File: src/rtl/masked_weight_count.sv
// Serial masked Hamming weight of a Boolean-masked ternary polynomial.
// The nonzero test and the carry chain go through HPC2 gadgets, so the weight is never unmasked.

module MSKand_HPC2 #(
  parameter int D = 2
) (
  input  logic                 clk,
  input  logic [D-1:0]         ina,
  input  logic [D-1:0]         inb,
  input  logic [D*(D-1)/2-1:0] rnd,
  output logic [D-1:0]         out_c
);
  genvar gi, gj;
  generate
    for (gi = 0; gi < D; gi++) begin : g_row
      logic         b_q;
      logic         prod_q;
      logic [D-1:0] cross_row;

      always_ff @(posedge clk) begin
        b_q    <= inb[gi];
        prod_q <= ina[gi] & b_q;
      end

      for (gj = 0; gj < D; gj++) begin : g_col
        if (gj == gi) begin : g_diag
          assign cross_row[gj] = 1'b0;
        end else begin : g_pair
          localparam int LO = (gi < gj) ? gi : gj;
          localparam int HI = (gi < gj) ? gj : gi;
          localparam int RI = LO * D - LO * (LO + 1) / 2 + (HI - LO - 1);
          logic mix_q;
          logic rnd_q;
          logic cross_q;
          // Pair (i,j) and (j,i) share r_ij, so the randomness cancels in the recombined output.
          always_ff @(posedge clk) begin
            mix_q   <= inb[gj] ^ rnd[RI];
            rnd_q   <= rnd[RI];
            cross_q <= (ina[gi] & mix_q) ^ (~ina[gi] & rnd_q);
          end
          assign cross_row[gj] = cross_q;
        end
      end

      assign out_c[gi] = prod_q ^ (^cross_row);
    end
  endgenerate
endmodule

module MSKor_HPC2 #(
  parameter int D = 2
) (
  input  logic                 clk,
  input  logic [D-1:0]         ina,
  input  logic [D-1:0]         inb,
  input  logic [D*(D-1)/2-1:0] rnd,
  output logic [D-1:0]         out_c
);
  // a | b = ~(~a & ~b); a masked NOT flips share 0 only.
  localparam logic [D-1:0] FLIP = {{(D-1){1'b0}}, 1'b1};
  logic [D-1:0] and_c;

  MSKand_HPC2 #(.D(D)) u_and (
    .clk  (clk),
    .ina  (ina ^ FLIP),
    .inb  (inb ^ FLIP),
    .rnd  (rnd),
    .out_c(and_c)
  );

  assign out_c = and_c ^ FLIP;
endmodule

module masked_weight_count #(
  parameter int D    = 2,
  parameter int P    = 761,
  parameter int WORD = 10
) (
  input  logic                  clk,
  input  logic                  rst_n,
  input  logic                  start,
  input  logic [2*D-1:0]        coeff_in,
  input  logic                  coeff_valid,
  output logic                  coeff_ready,
  input  logic [D*(D-1)-1:0]    rnd,
  output logic [D*WORD-1:0]     weight_out,
  output logic                  weight_valid,
  output logic                  busy
);
  localparam int NR = D * (D - 1) / 2;

  typedef enum logic [2:0] {IDLE, WAIT_COEF, NZ, INC, DONE} state_t;

  state_t            state_q, state_d;
  logic              phase_q, phase_d;
  logic [3:0]        bit_q, bit_d;
  logic [9:0]        idx_q, idx_d;
  logic              pend_q, pend_d;
  logic [2*D-1:0]    coef_q, coef_d;
  logic [D-1:0]      a_q, a_d;
  logic [D*WORD-1:0] cnt_q, cnt_d;

  logic [D-1:0]      nz_c;
  logic [D-1:0]      carry_c;
  logic [D-1:0]      cur_c;

  MSKor_HPC2 #(.D(D)) u_nz (
    .clk  (clk),
    .ina  (coef_q[D-1:0]),
    .inb  (coef_q[2*D-1:D]),
    .rnd  (rnd[NR-1:0]),
    .out_c(nz_c)
  );

  MSKand_HPC2 #(.D(D)) u_carry (
    .clk  (clk),
    .ina  (a_q),
    .inb  (cur_c),
    .rnd  (rnd[2*NR-1:NR]),
    .out_c(carry_c)
  );

  assign cur_c = (bit_q == 4'd0) ? nz_c : carry_c;

  always_ff @(posedge clk) begin
    if (!rst_n) begin
      state_q <= IDLE;
      phase_q <= 1'b0;
      bit_q   <= '0;
      idx_q   <= '0;
      pend_q  <= 1'b0;
      coef_q  <= '0;
      a_q     <= '0;
      cnt_q   <= '0;
    end else begin
      state_q <= state_d;
      phase_q <= phase_d;
      bit_q   <= bit_d;
      idx_q   <= idx_d;
      pend_q  <= pend_d;
      coef_q  <= coef_d;
      a_q     <= a_d;
      cnt_q   <= cnt_d;
    end
  end

  always_comb begin
    state_d = state_q;
    phase_d = phase_q;
    bit_d   = bit_q;
    idx_d   = idx_q;
    pend_d  = 1'b0;
    coef_d  = coef_q;
    a_d     = a_q;
    cnt_d   = cnt_q;

    // c_9 emerges one cycle after the last INC step, so the top bit is folded in here.
    if (pend_q) begin
      cnt_d[D*(WORD-1) +: D] = cnt_q[D*(WORD-1) +: D] ^ carry_c;
    end

    case (state_q)
      IDLE, DONE: begin
        if (start) begin
          state_d = WAIT_COEF;
          cnt_d   = '0;
          idx_d   = '0;
        end
      end
      WAIT_COEF: begin
        if (coeff_valid) begin
          coef_d  = coeff_in;
          phase_d = 1'b0;
          state_d = NZ;
        end
      end
      NZ: begin
        phase_d = ~phase_q;
        if (phase_q) begin
          state_d = INC;
          bit_d   = '0;
        end
      end
      INC: begin
        if (!phase_q) begin
          phase_d = 1'b1;
          for (int b = 0; b < WORD - 1; b++) begin
            if (bit_q == 4'(b)) begin
              a_d                = cnt_q[D*b +: D];
              cnt_d[D*b +: D]    = cnt_q[D*b +: D] ^ cur_c;
            end
          end
        end else begin
          phase_d = 1'b0;
          if (bit_q == 4'(WORD - 2)) begin
            idx_d   = idx_q + 10'd1;
            pend_d  = 1'b1;
            state_d = (idx_q + 10'd1 == 10'(P)) ? DONE : WAIT_COEF;
          end else begin
            bit_d = bit_q + 4'd1;
          end
        end
      end
      default: state_d = IDLE;
    endcase
  end

  assign coeff_ready  = (state_q == WAIT_COEF);
  assign busy         = (state_q == WAIT_COEF) || (state_q == NZ) || (state_q == INC);
  // Held off for the cycle in which bit 9 is still being updated.
  assign weight_valid = (state_q == DONE) && !pend_q;
  assign weight_out   = weight_valid ? cnt_q : '0;
endmodule

File: config.mk
export PLATFORM = sky130hd
export DESIGN_NAME = masked_weight_count
export DESIGN_NICKNAME = d
export VERILOG_FILES = /design/src/rtl/masked_weight_count.sv
export SDC_FILE = /design/constraint.sdc
export NUM_CORES = 1
export LEC_CHECK = 0
export CAP_MARGIN = 10
export CORE_MARGIN = 4
export CORE_UTILIZATION = 51
export DETAILED_ROUTE_END_ITERATION = 10
export GPL_TIMING_DRIVEN = 0
export PLACE_DENSITY_LB_ADDON = 0.3
export RECOVER_POWER = 25
export SYNTH_ARGS = -nofsm -noshare
export SYNTH_HDL_FRONTEND = slang
export SYNTH_SLANG_ARGS = --single-unit
File: constraint.sdc
create_clock -name clk -period 1.99 [get_ports clk]
set_clock_uncertainty 0.1 [all_clocks]
set_input_delay 0.199 -clock clk [delete_from_list [all_inputs] [get_ports clk]]
set_output_delay 0.199 -clock clk [all_outputs]
set_load 0.05 [all_outputs]
==> impl_metrics.json <==
{
  "wl_met3_um": 414,
  "rr_worst_depth": 6,
  "crit_fanout": 8,
  "clk_latency_ns": 0.34,
  "routabilityCongestion": 0.889,
  "outcome": "complete, no violations",
  "dieArea_sq_um": 7710,
  "worst_ep_arrival_time_ns": 2.03,
  "drive_gt1_share_pct": 22.7,
  "root_buffer": "clkbuf_8",
  "synthesis.area_sq_um": 3250,
  "dpl.cell_count": 495,
  "p_leak_nw": 1.55,
  "max_stage_delay_ns": 0.32,
  "synth_cell_types": 55,
  "comb_power_share_pct": 12.2,
  "nFillCells": 509,
  "tightest_slew_ns": 0.545,
  "grt_pass1_vias": 2699,
  "slowest_stage": "dfxtp_1",
  "fmax_ghz": 0.525,
  "final_cells": 519,
  "ios": 33,
  "synth-async-reset-ratio_pct": 0,
  "hold_depth": 0,
  "rsz0062_at_grt": "yes",
  "ys_top_cells_by_count": "dfxtp_1, nand2_1, o21ai_0, and2_1, nor2_1",
  "setup_tns_ns": 0,
  "areaGrowthSynthToFinish_pct": 26.9,
  "place_worst_setup_slack_ns": -0.777,
  "clock_sinks": 63,
  "initial_core_util_pct": 53.6,
  "syn_nets": 404,
  "syn_inst": 388,
  "min_path_type": "register to register",
  "yosys.area.top_type": "dfxtp_1",
  "r2r-end": "state_q[0]",
  "ant_nets": 0,
  "intPower_mw": 1.90,
  "crit_type": "register to register",
  "synth_top_area_share_pct": 38.8,
  "cp_cell_sequence": "clkbuf_1 -> nand3_1 -> nor3_1 -> xor2_2 -> nand4_1 -> o31a_1",
  "track_usage_pct": 20.8,
  "io_buffers": 32,
  "synth_edf_count": 0,
  "power_frac_seq_pct": 51.7,
  "synth-main-ff-cell": "dfxtp_1",
  "seqCellArea_sq_um": 1280,
  "r2r_slack_ns": 0.08,
  "grt_max_degree": 12,
  "p_per_area_nw_per_um2": 634,
  "drt_iter0_drc": 157,
  "syn_area_per_cell_sq_um": 8.37,
  "antenna_found_initial": 0,
  "yosysMostFrequentCell": "dfxtp_1",
  "cts_made_buffers": 9,
  "via_count": 2919,
  "ir_worst_vdd_mv": 0.560,
  "finalMaxSlewViolations": 0,
  "core_sq_um": 6060,
  "ys_seq_area_share_pct": 38.8,
  "wl_met1_um": 3330,
  "die_h_um": 87.8,
  "required_ns": 2.12,
  "dp_hpwl_um": 5150,
  "period_needed_ns": 1.91,
  "r2r-start": "idx_q[6]",
  "synth_warnings": 0,
  "wirelength_um": 7730,
  "hp-start": "coef_q[3]",
  "die_w_um": 87.8,
  "p_sw_mw": 0.716,
  "setup_viol": 0,
  "num_rows": 28,
  "routed.top_layer": "met4",
  "hold_viol": 0,
  "p_sw_share_pct": 27.4,
  "clockBufferDepth": 2,
  "diodes": 0,
  "start_kind": "register",
  "cts_max_level": 3,
  "cts_tree": "built",
  "grt-ovfl-total": 0,
  "route.detailed.drc": 0,
  "cts_hold_buf": 0,
  "worstHoldEndpoint": "u_nz.u_and.g_row[1].b_q",
  "fin_crit_sh_pct": 95.8,
  "vias_per_cell": 5.62,
  "drt_pre_antenna_iters": 4,
  "hold_ws_ns": 0.290,
  "clk_pin_slew_worst_paths_ns": 0.07,
  "wl_per_cell_um": 14.9,
  "wl_met2_um": 3830,
  "path_buf_inv": 1,
  "critPathCaptureType": "register",
  "synth_area_leaders": "dfxtp_1, and2_1, o21ai_0",
  "drv_cap": 0,
  "grt_pass1_wl_um": 12600,
  "layout.nets": 455,
  "multi_input_area_sq_um": 1970,
  "p_clk_share_pct": 36.1,
  "yosys_register_bits": 63,
  "cp_top_family": "simple AND/OR/NAND/NOR gates",
  "fin_ws_ns": 0.0846,
  "maxSlewHeadroom_pct": 63.1
}
-- registers in the layout (all words and copies together), names as in the netlist, 2 cells and up --
name and flops:
a_q 2, bit_q 4, cnt_q 20, coef_q 4, idx_q 10, state_q 3
u_carry.g_row.b_q 2, u_carry.g_row.g_col.g_pair.cross_q 2, u_carry.g_row.g_col.g_pair.mix_q 2, u_carry.g_row.prod_q 2, u_nz.u_and.g_row.b_q 2, u_nz.u_and.g_row.g_col.g_pair.cross_q 2
u_nz.u_and.g_row.g_col.g_pair.mix_q 2, u_nz.u_and.g_row.prod_q 2
-- layout make-up --
cell class | count | area share, %
clock buffer | 10 | 3.10
inverter | 11 | 1.12
sequential | 63 | 31.2
timing repair buffer | 42 | 9.95
clock inverter | 6 | 0.910
buffer | 24 | 3.73
multi-input combinational | 288 | 47.7
tap | 75 | 2.28
-- power groups by stage --
stage,clock [mW],sequential (mW),combinational [mW]
6_report,0.944,1.35,0.318
3_5_place_dp,0,1.38,0.278
3_3_place_gp,0,1.38,0.273
2_1_floorplan,0,1.37,0.196
5_1_grt,1.03,1.36,0.345
4_1_cts,0.965,1.35,0.302
-- cells by family after synthesis --
logic type | synth area share (%)
AOI/OAI and AO/OA | 18.5
xor gates and xnor gates | 6.16
adders and majority gates | 2.31
buffers and inverters | 4.62
DFF | 38.8
muxes | 2.66
and+or+nand+nor | 26.9
-- stage by stage --
| stage | power, mW | util, % | cell area [sq um] |
|---|---|---|---|
| detailed placement | 1.66 | 60.7 | 3680 |
| global placement | 1.65 | 60.7 | 3680 |
| global route | 2.73 | 68.0 | 4120 |
| CTS | 2.62 | 65.4 | 3960 |
| floorplan | 1.56 | - | 3260 |
| finish | 2.61 | 68.0 | 4120 |
-- how the worst max path moves through the flow --
stage | start | to | slack (ns) | depth (start not counted)
3_3_place_gp | state_q[2] | weight_out[17] | -0.72 | 6
4_1_cts | state_q[0] | weight_out[11] | -0.004 | 7
6_report | idx_q[6] | state_q[0] | 0.08 | 6
2_1_floorplan | state_q[2] | weight_out[10] | 0.01 | 5
5_1_grt | bit_q[0] | cnt_q[17] | -0.01 | 8
3_5_place_dp | state_q[2] | weight_out[17] | -0.78 | 6
-- placed cells by master, fill, tap and decap left out, types with 3 or more instances in the layout --
| cell type | Yosys | final |
|---|---|---|
| buf_6 | 0 | 25 |
| nor2b_1 | 14 | 14 |
| a22oi_1 | 4 | 4 |
| mux2_2 | 5 | 5 |
| nor2_1 | 26 | 24 |
| nand2_1 | 29 | 28 |
| o21ai_2 | 1 | 3 |
| nand3b_1 | 4 | 4 |
| or3_4 | 0 | 3 |
| nor3_1 | 7 | 6 |
| o21ai_1 | 4 | 5 |
| dfxtp_4 | 0 | 5 |
| nand3_1 | 10 | 10 |
| clkbuf_1 | 17 | 11 |
| a21boi_0 | 6 | 6 |
| a21o_1 | 4 | 4 |
| clkinv_2 | 0 | 3 |
| o2111ai_1 | 3 | 3 |
| inv_1 | 11 | 9 |
| o21ai_0 | 29 | 26 |
| dfxtp_2 | 0 | 4 |
| dfxtp_1 | 63 | 54 |
| mux2i_1 | 3 | 3 |
| buf_4 | 0 | 11 |
| clkinvlp_4 | 0 | 3 |
| nor3b_1 | 5 | 4 |
| ha_1 | 6 | 4 |
| clkdlybuf4s50_1 | 0 | 7 |
| nand2b_1 | 6 | 6 |
| o31a_1 | 3 | 3 |
| xnor2_1 | 5 | 5 |
| clkbuf_8 | 0 | 9 |
| buf_2 | 9 | 6 |
| xor2_1 | 16 | 16 |
| a21oi_1 | 22 | 20 |
| a31oi_1 | 4 | 4 |
| and2_1 | 27 | 27 |
| or3_1 | 13 | 10 |
-- timing repair --
item | CTS | global route
setup endpoints to repair | 49 | 46
setup buffers | 4 | 5
pin swaps | 3 | 9
resized for setup | 172 | 46
gates cloned | 0 | 1
-- metal layers --
| layer | vias to the layer above | track usage (%) |
|---|---|---|
| met3 | 12 | 4.89 |
| met1 | 1376 | 25.8 |
| li1 | 1453 | - |
| met2 | 78 | 35.0 |
| met5 | - | 0 |
| met4 | 0 | 7.95 |
(Power assumes the default switching activity.)
